$ cat config.mk
export PLATFORM = sky130hd
export DESIGN_NAME = usr_burst_flat
export DESIGN_NICKNAME = d
export VERILOG_FILES = /design/src/rtl/usr_pkg.sv /design/src/rtl/usr_if.sv /design/src/rtl/usr_step.sv /design/src/rtl/usr_burst.sv /design/src/flat_wrapper.sv
export SDC_FILE = /design/constraint.sdc
export NUM_CORES = 1
export LEC_CHECK = 0
export ABC_AREA = 1
export CAP_MARGIN = 20
export CORE_AREA = 5 5 66 68
export DETAILED_ROUTE_END_ITERATION = 8
export DIE_AREA = 0 0 71 73
export GPL_TIMING_DRIVEN = 0
export PLACE_DENSITY = 0.73
export SLEW_MARGIN = 15
export SYNTH_ARGS = -nofsm -noshare
export SYNTH_HDL_FRONTEND = slang
export SYNTH_HIERARCHICAL = 1
export SYNTH_SLANG_ARGS = --single-unit
export TNS_END_PERCENT = 30
$ cat constraint.sdc
create_clock -name clk -period 1.7 [get_ports clk]
set_clock_uncertainty 0.2 [all_clocks]
set_input_delay 0.17 -clock clk [delete_from_list [all_inputs] [get_ports clk]]
set_output_delay 0.17 -clock clk [all_outputs]
set_load 0.005 [all_outputs]
$ cat src/rtl/usr_pkg.sv
// Shared types for the burst-capable universal shift register:
// operation codes, controller states and the burst-eligibility test.
package usr_pkg;

  // Operation select; codes 0..3 keep the legacy 2-bit encoding
  typedef enum logic [2:0] {
    MODE_HOLD = 3'd0,
    MODE_SHL  = 3'd1,
    MODE_SHR  = 3'd2,
    MODE_LOAD = 3'd3,
    MODE_ROL  = 3'd4,
    MODE_ROR  = 3'd5,
    MODE_ASR  = 3'd6,
    MODE_RSVD = 3'd7
  } mode_e;

  // Burst controller states
  typedef enum logic [1:0] {
    ST_IDLE = 2'd0,
    ST_RUN  = 2'd1,
    ST_DONE = 2'd2
  } state_e;

  // Only real movement modes may be repeated autonomously; HOLD, LOAD and
  // the reserved code make no sense as a burst and fall back to single step.
  function automatic logic is_burst_mode(input mode_e m);
    return (m == MODE_SHL) || (m == MODE_SHR) || (m == MODE_ROL) ||
           (m == MODE_ROR) || (m == MODE_ASR);
  endfunction

endpackage

$ cat src/rtl/usr_if.sv
// Driver/monitor bus for usr_burst: the master side drives control and
// data, the slave side (the register) returns contents and burst status.
interface usr_if
  import usr_pkg::*;
#(
  parameter int WIDTH = 8
);
  localparam int CNT_W = $clog2(WIDTH + 1);

  logic             shift_en;
  mode_e            mode;
  logic [WIDTH-1:0] data_in;
  logic             sin_l;
  logic             sin_r;
  logic             start;
  logic [CNT_W-1:0] count;
  logic [WIDTH-1:0] out;
  logic             sout_l;
  logic             sout_r;
  logic             busy;
  logic             done;

  modport master (
    output shift_en, mode, data_in, sin_l, sin_r, start, count,
    input  out, sout_l, sout_r, busy, done
  );

  modport slave (
    input  shift_en, mode, data_in, sin_l, sin_r, start, count,
    output out, sout_l, sout_r, busy, done
  );
endinterface

$ cat src/rtl/usr_step.sv
// Combinational next-value function of the register for one operation.
// Shared by the single-step path and the burst path so both behave alike.
module usr_step
  import usr_pkg::*;
#(
  parameter int WIDTH = 8
) (
  input  logic [WIDTH-1:0] cur,
  input  mode_e            mode,
  input  logic [WIDTH-1:0] data_in,
  input  logic             sin_l,
  input  logic             sin_r,
  output logic [WIDTH-1:0] nxt
);

  // Select the shifted, rotated or loaded value; unknown codes hold
  always_comb begin
    nxt = cur;
    case (mode)
      MODE_SHL:  nxt = {cur[WIDTH-2:0], sin_r};
      MODE_SHR:  nxt = {sin_l, cur[WIDTH-1:1]};
      MODE_LOAD: nxt = data_in;
      MODE_ROL:  nxt = {cur[WIDTH-2:0], cur[WIDTH-1]};
      MODE_ROR:  nxt = {cur[0], cur[WIDTH-1:1]};
      MODE_ASR:  nxt = {cur[WIDTH-1], cur[WIDTH-1:1]};
      default:   nxt = cur;
    endcase
  end

endmodule

$ cat src/rtl/usr_burst.sv
// Parametrised universal shift register with an autonomous burst mode.
// A burst latches its mode and clamped length, shifts once per cycle while
// busy, then pulses done for one cycle; DONE accepts inputs like IDLE.
module usr_burst
  import usr_pkg::*;
#(
  parameter  int WIDTH = 8,
  localparam int CNT_W = $clog2(WIDTH + 1)
) (
  input logic  clk,
  input logic  clr,
  usr_if.slave bus
);

  localparam logic [CNT_W-1:0] WIDTH_CNT = CNT_W'(WIDTH);
  localparam logic [CNT_W-1:0] ONE_CNT   = CNT_W'(1);

  state_e           state;
  mode_e            run_mode;
  logic [CNT_W-1:0] remaining;
  logic [WIDTH-1:0] reg_q;
  logic             busy_q;
  logic             done_q;
  mode_e            step_mode;
  logic [WIDTH-1:0] step_nxt;
  logic [CNT_W-1:0] clamped;

  // While running only the latched mode matters; otherwise the live mode
  assign step_mode = (state == ST_RUN) ? run_mode : bus.mode;
  assign clamped   = (bus.count > WIDTH_CNT) ? WIDTH_CNT : bus.count;

  usr_step #(.WIDTH(WIDTH)) u_step (
    .cur     (reg_q),
    .mode    (step_mode),
    .data_in (bus.data_in),
    .sin_l   (bus.sin_l),
    .sin_r   (bus.sin_r),
    .nxt     (step_nxt)
  );

  // Controller, burst down-counter and register with registered busy/done
  always_ff @(posedge clk) begin
    if (clr) begin
      state     <= ST_IDLE;
      run_mode  <= MODE_HOLD;
      remaining <= '0;
      reg_q     <= '0;
      busy_q    <= 1'b0;
      done_q    <= 1'b0;
    end else begin
      case (state)
        ST_RUN: begin
          reg_q     <= step_nxt;
          remaining <= remaining - ONE_CNT;
          if (remaining == ONE_CNT) begin
            state  <= ST_DONE;
            busy_q <= 1'b0;
            done_q <= 1'b1;
          end else begin
            busy_q <= 1'b1;
            done_q <= 1'b0;
          end
        end
        default: begin
          if (bus.start && is_burst_mode(bus.mode)) begin
            run_mode  <= bus.mode;
            remaining <= clamped;
            if (clamped == '0) begin
              state  <= ST_DONE;
              busy_q <= 1'b0;
              done_q <= 1'b1;
            end else begin
              state  <= ST_RUN;
              busy_q <= 1'b1;
              done_q <= 1'b0;
            end
          end else begin
            if (bus.shift_en) begin
              reg_q <= step_nxt;
            end
            state  <= ST_IDLE;
            busy_q <= 1'b0;
            done_q <= 1'b0;
          end
        end
      endcase
    end
  end

  assign bus.out    = reg_q;
  assign bus.sout_l = reg_q[WIDTH-1];
  assign bus.sout_r = reg_q[0];
  assign bus.busy   = busy_q;
  assign bus.done   = done_q;

endmodule

$ cat src/flat_wrapper.sv
// flat-port wrapper written by rule: the top's interface ports become plain ports
module usr_burst_flat import usr_pkg::*;
#(
  parameter  int WIDTH = 8,
  localparam int CNT_W = $clog2(WIDTH + 1)
)
  (clk, clr, bus_shift_en, bus_mode, bus_data_in, bus_sin_l, bus_sin_r, bus_start, bus_count, bus_out, bus_sout_l, bus_sout_r, bus_busy, bus_done);
  usr_if #(.WIDTH(WIDTH)) bus_i ();
  input logic clk;
  input logic clr;
  input wire logic [$bits(bus_i.shift_en)-1:0] bus_shift_en;
  input wire logic [$bits(bus_i.mode)-1:0] bus_mode;
  input wire logic [$bits(bus_i.data_in)-1:0] bus_data_in;
  input wire logic [$bits(bus_i.sin_l)-1:0] bus_sin_l;
  input wire logic [$bits(bus_i.sin_r)-1:0] bus_sin_r;
  input wire logic [$bits(bus_i.start)-1:0] bus_start;
  input wire logic [$bits(bus_i.count)-1:0] bus_count;
  output wire logic [$bits(bus_i.out)-1:0] bus_out;
  output wire logic [$bits(bus_i.sout_l)-1:0] bus_sout_l;
  output wire logic [$bits(bus_i.sout_r)-1:0] bus_sout_r;
  output wire logic [$bits(bus_i.busy)-1:0] bus_busy;
  output wire logic [$bits(bus_i.done)-1:0] bus_done;
  assign bus_i.shift_en = bus_shift_en;
  assign bus_i.mode = bus_mode;
  assign bus_i.data_in = bus_data_in;
  assign bus_i.sin_l = bus_sin_l;
  assign bus_i.sin_r = bus_sin_r;
  assign bus_i.start = bus_start;
  assign bus_i.count = bus_count;
  assign bus_out = bus_i.out;
  assign bus_sout_l = bus_i.sout_l;
  assign bus_sout_r = bus_i.sout_r;
  assign bus_busy = bus_i.busy;
  assign bus_done = bus_i.done;
  usr_burst #(.WIDTH(WIDTH)) u_core (.clk(clk), .clr(clr), .bus(bus_i));
endmodule
==> parameters.txt <==
Parameter                              Value

Detailed routing
  Remaining antenna violation count after routing ... 0
  Met3 Routed Length ... 256 um
  Post-detailed-routing wire length ... 4.48 mm
  Vias after detailed routing ... 1832
  Uppermost signal routing layer after detailed routing ... met4
  Met2 wire length ... 2.32 mm
  Number of iterations in the first detailed-routing pass ... 4
  Routed length on met1 ... 1.87 mm
  Mean number of vias per cell ... 5.22
  DRC violations left ... 0
  Routed wire per std cell ... 12.8 um
  DRT iter0 DRCs ... 116

Setup path
  Start point of the critical path ... u_core/state[1]
  Length in cells of the worst reg-to-reg path ... 12
  Arrival time of data at the critical path endpoint ... 1750 ps
  Worst Path Required ... 1630 ps
  CP cell instances ... inv_2 > nand2_8 > o21ai_4 > buf_6 > inv_6 > buf_2 > nand4_1 > nand2_1 > nor2_1 > nand3_2 > nand3_2 > a21oi_2
  Biggest cell delay along the critical path ... 330 ps
  CP most frequent cell ... nand3_2
  Dominant delay contributor by cell family on the critical path ... simple AND/OR/NAND/NOR gates
  Critical path start-end classification ... reg2reg
  Worst reg2reg endpoint ... u_core/bus.out[0]
  Count of buffer and inverter cells on the critical path ... 4
  Register-to-register path setup slack ... -110 ps
  Critical Path End Type ... flop
  Maximum fanout along the worst path ... 7
  Launching point of the worst reg2reg path ... u_core/state[1]
  Critical path launch point type ... flop
  CP max-delay cell ... dfxtp_2

Logic synthesis
  Top cells by count, synth ... nand2_1, nand4_1, nand3_1, nor2_1, inv_1
  Number of instances in the synthesized netlist ... 255
  Mapped Area ... 1610 um^2
  Most common cell in the netlist ... nand2_1
  Count of flip-flops with a built-in enable after synthesis ... 0
  Register area share after synthesis ... 23.6%
  Share of synthesized flip-flops with an asynchronous set or reset ... 0%
  Synth Flop Type ... dfxtp_1
  Leading area contributor after synthesis ... dfxtp_1
  Portion of synthesized cell area occupied by the leading cell type ... 23.6%
  Leading post-synthesis cells by cell area ... dfxtp_1, nand4_1, nand2_1
  Flop and latch count out of synthesis ... 19
  Number of warnings printed during yosys synthesis ... 6
  Synthesized netlist net count ... 278
  Number of distinct standard cells referenced by the synthesized netlist ... 26
  Synthesized area per cell ... 6.32 um^2

Hold path
  Startpoint of the worst hold path ... u_core/run_mode[2]
  Worst hold path stage count ... 2
  Hold crit path type ... reg2reg
  Hold Path Sink ... u_core/run_mode[2]

Power and ir drop
  Static power due to leakage ... 0.979 nW
  Maximum vdd drop ... 0.472 mV
  PD cells ... 622 nW/um^2

Run
  Count of maximum capacitance violations ... 0

Layout
  Ratio of cells with drive above 1 in the final layout ... 21.9%
  Count of filler cells inserted in the layout ... 374
  Signed area change from the synthesized netlist to the final layout ... 38.9%
  Cell area after layout ... 2240 um^2
  Register cell area after layout ... 392 um^2
  Fraction of the core area covered by cells at the end of the flow ... 59.0%
  Final layout net count ... 325
  Multi-input gate area in the final layout ... 1040 um^2
  Final antenna diode count ... 0

CTS
  Hold bufs inserted after CTS ... 0
  Number of sinks on the clock net ... 19
  H-tree depth reported by CTS ... 1
  Buffers from clock root to sink, at most ... 2
  Number of CTS-inserted buffers ... 3
  Clock network latency to the later pin of the worst-skew pair ... 250 ps
  Clock-pin slew of the registers on the worst-case setup and hold paths ... 70 ps
  Clock tree from TritonCTS ... built
  Clock root buffer master ... clkbuf_8

Global routing
  Number of antenna violations at the first check in global routing ... 0
  Largest net degree at the start of global routing ... 12
  Number of global-route vias before repair ... 1671
  Total global-route track usage ... 17.3%
  First-pass GRT wire length ... 7.48 mm
  GRT Residual Overflow ... 0

Timing
  Final number of max-transition violations ... 0
  Endpoints failing hold ... 0
  RSZ-0062 raised after global routing ... true
  Final hold slack ... 275 ps
  Worst Setup Slack, final ... -114 ps
  Worst Max-Slew Pin Slew ... 480 ps
  Fmax ... 551 MHz
  Time the final worst path needs with I/O delays and setup ... 1810 ps
  Crit share post-route ... 107%
  Total of endpoints with negative setup slack in the final report ... 8
  Relative slew slack ... 68.0%
  Setup TNS Final ... -754 ps

Floorplanning
  I/O Pins ... 33
  Area enclosed by the die boundary ... 5180 um^2
  Height of the chip ... 73 um
  Core Footprint ... 3800 um^2
  Starting utilization of the core area ... 42.5%
  Die width ... 71 um
  Core Rows ... 23

Run status
  Failing checks ... setup timing
  Run status ... finished, violations left

Placement
  Hpwl dp ... 3.19 mm
  Placed Instance Area ... 2020 um^2
  Setup WS pre-CTS ... -376 ps
  Routability congestion estimate from global placement ... 0.918
  Port Buf Inserts ... 32
## cell usage in the layout (no fill, tap or decap), types with 2 or more instances in the layout
cell	n
nand3_1	28
a21oi_1	10
dfxtp_2	6
nor3_1	2
clkdlybuf4s50_1	32
nand4_1	38
ha_1	2
buf_6	10
inv_1	21
nor2_1	22
inv_6	2
a21oi_2	4
nand2_1	58
dfxtp_1	12
o21ai_2	2
buf_4	14
clkbuf_8	3
nor2_4	2
nand2_4	2
nand3_2	3
o21ai_0	4
nor2_2	7
## cell type report
type / instances / area share, %
Sequential cell: 19 / 17.5
Buffer: 18 / 7.71
Clock inverter: 1 / 0.223
Inverter: 25 / 4.75
Tap cell: 50 / 2.79
Timing Repair Buffer: 43 / 18.6
Clock buffer: 3 / 1.84
Multi-Input combinational cell: 192 / 46.6
## state kept, by name, indices dropped and copies added, names as in the netlist
signal and count:
u_core/bus.out 8, u_core/bus.done 1, u_core/state 2, u_core/remaining 4, u_core/bus.busy 1, u_core/run_mode 3
## kinds of logic after synthesis
logic type	after synthesis	synth area share, %
AND/OR/NAND/NOR	166	50.3
AO/OA/AOI/OAI	23	7.76
flip-flops	19	23.6
buffers and inverters	44	16.3
adder cells (fa/ha/maj)	2	1.55
XOR/XNOR	1	0.543
## through the flow
| stage | total power [mW] | instances |
|---|---|---|
| after floorplan | 0.856 | 255 |
| after global placement | 1.01 | 337 |
| after detailed placement | 1.01 | 337 |
| after CTS | 1.39 | 351 |
| after global routing | 1.49 | 351 |
| final | 1.39 | 351 |
## where the power goes
| part | internal, mW | leakage [nW] | switching, mW |
|---|---|---|---|
| registers | 0.477 | 0.159 | 0.0326 |
| logic | 0.267 | 0.794 | 0.313 |
| clock network | 0.162 | 0.0255 | 0.142 |
## worst max path at each step
stage          slack [ps]                 to  cells past startpoint
3_3_place_gp         -340  u_core/bus.out[5]                     12
5_1_grt              -250  u_core/bus.out[0]                     12
3_5_place_dp         -380  u_core/bus.out[5]                     12
6_report             -110  u_core/bus.out[0]                     12
4_1_cts              -120  u_core/bus.out[5]                     12
2_1_floorplan         -50  u_core/bus.out[6]                     14
## repair_timing
| item | 4_1_cts | 5_1_grt |
|---|---|---|
| endpoints found under the setup margin | 10 | 13 |
| setup buffers | 9 | 0 |
| gates resized for setup | 16 | 18 |
| pin swaps | 12 | 5 |
| cloned | 2 | 0 |
## per-layer routing
| metal | vias up | global-route usage [%] |
|---|---|---|
| li1 | 956 | - |
| met1 | 833 | 20.4 |
| met2 | 37 | 32.3 |
| met3 | 6 | 3.03 |
| met4 | 0 | 4.38 |
| met5 | - | 0 |
## worst register-to-register path, cell delays in order, from the launching register on
cell	delay, ps
dfxtp_2	330
inv_2	90
nand2_8	80
o21ai_4	160
buf_6	160
inv_6	40
buf_2	140
nand4_1	70
nand2_1	60
nor2_1	130
nand3_2	90
nand3_2	90
a21oi_2	60
Power figures use the tool's default switching activity.
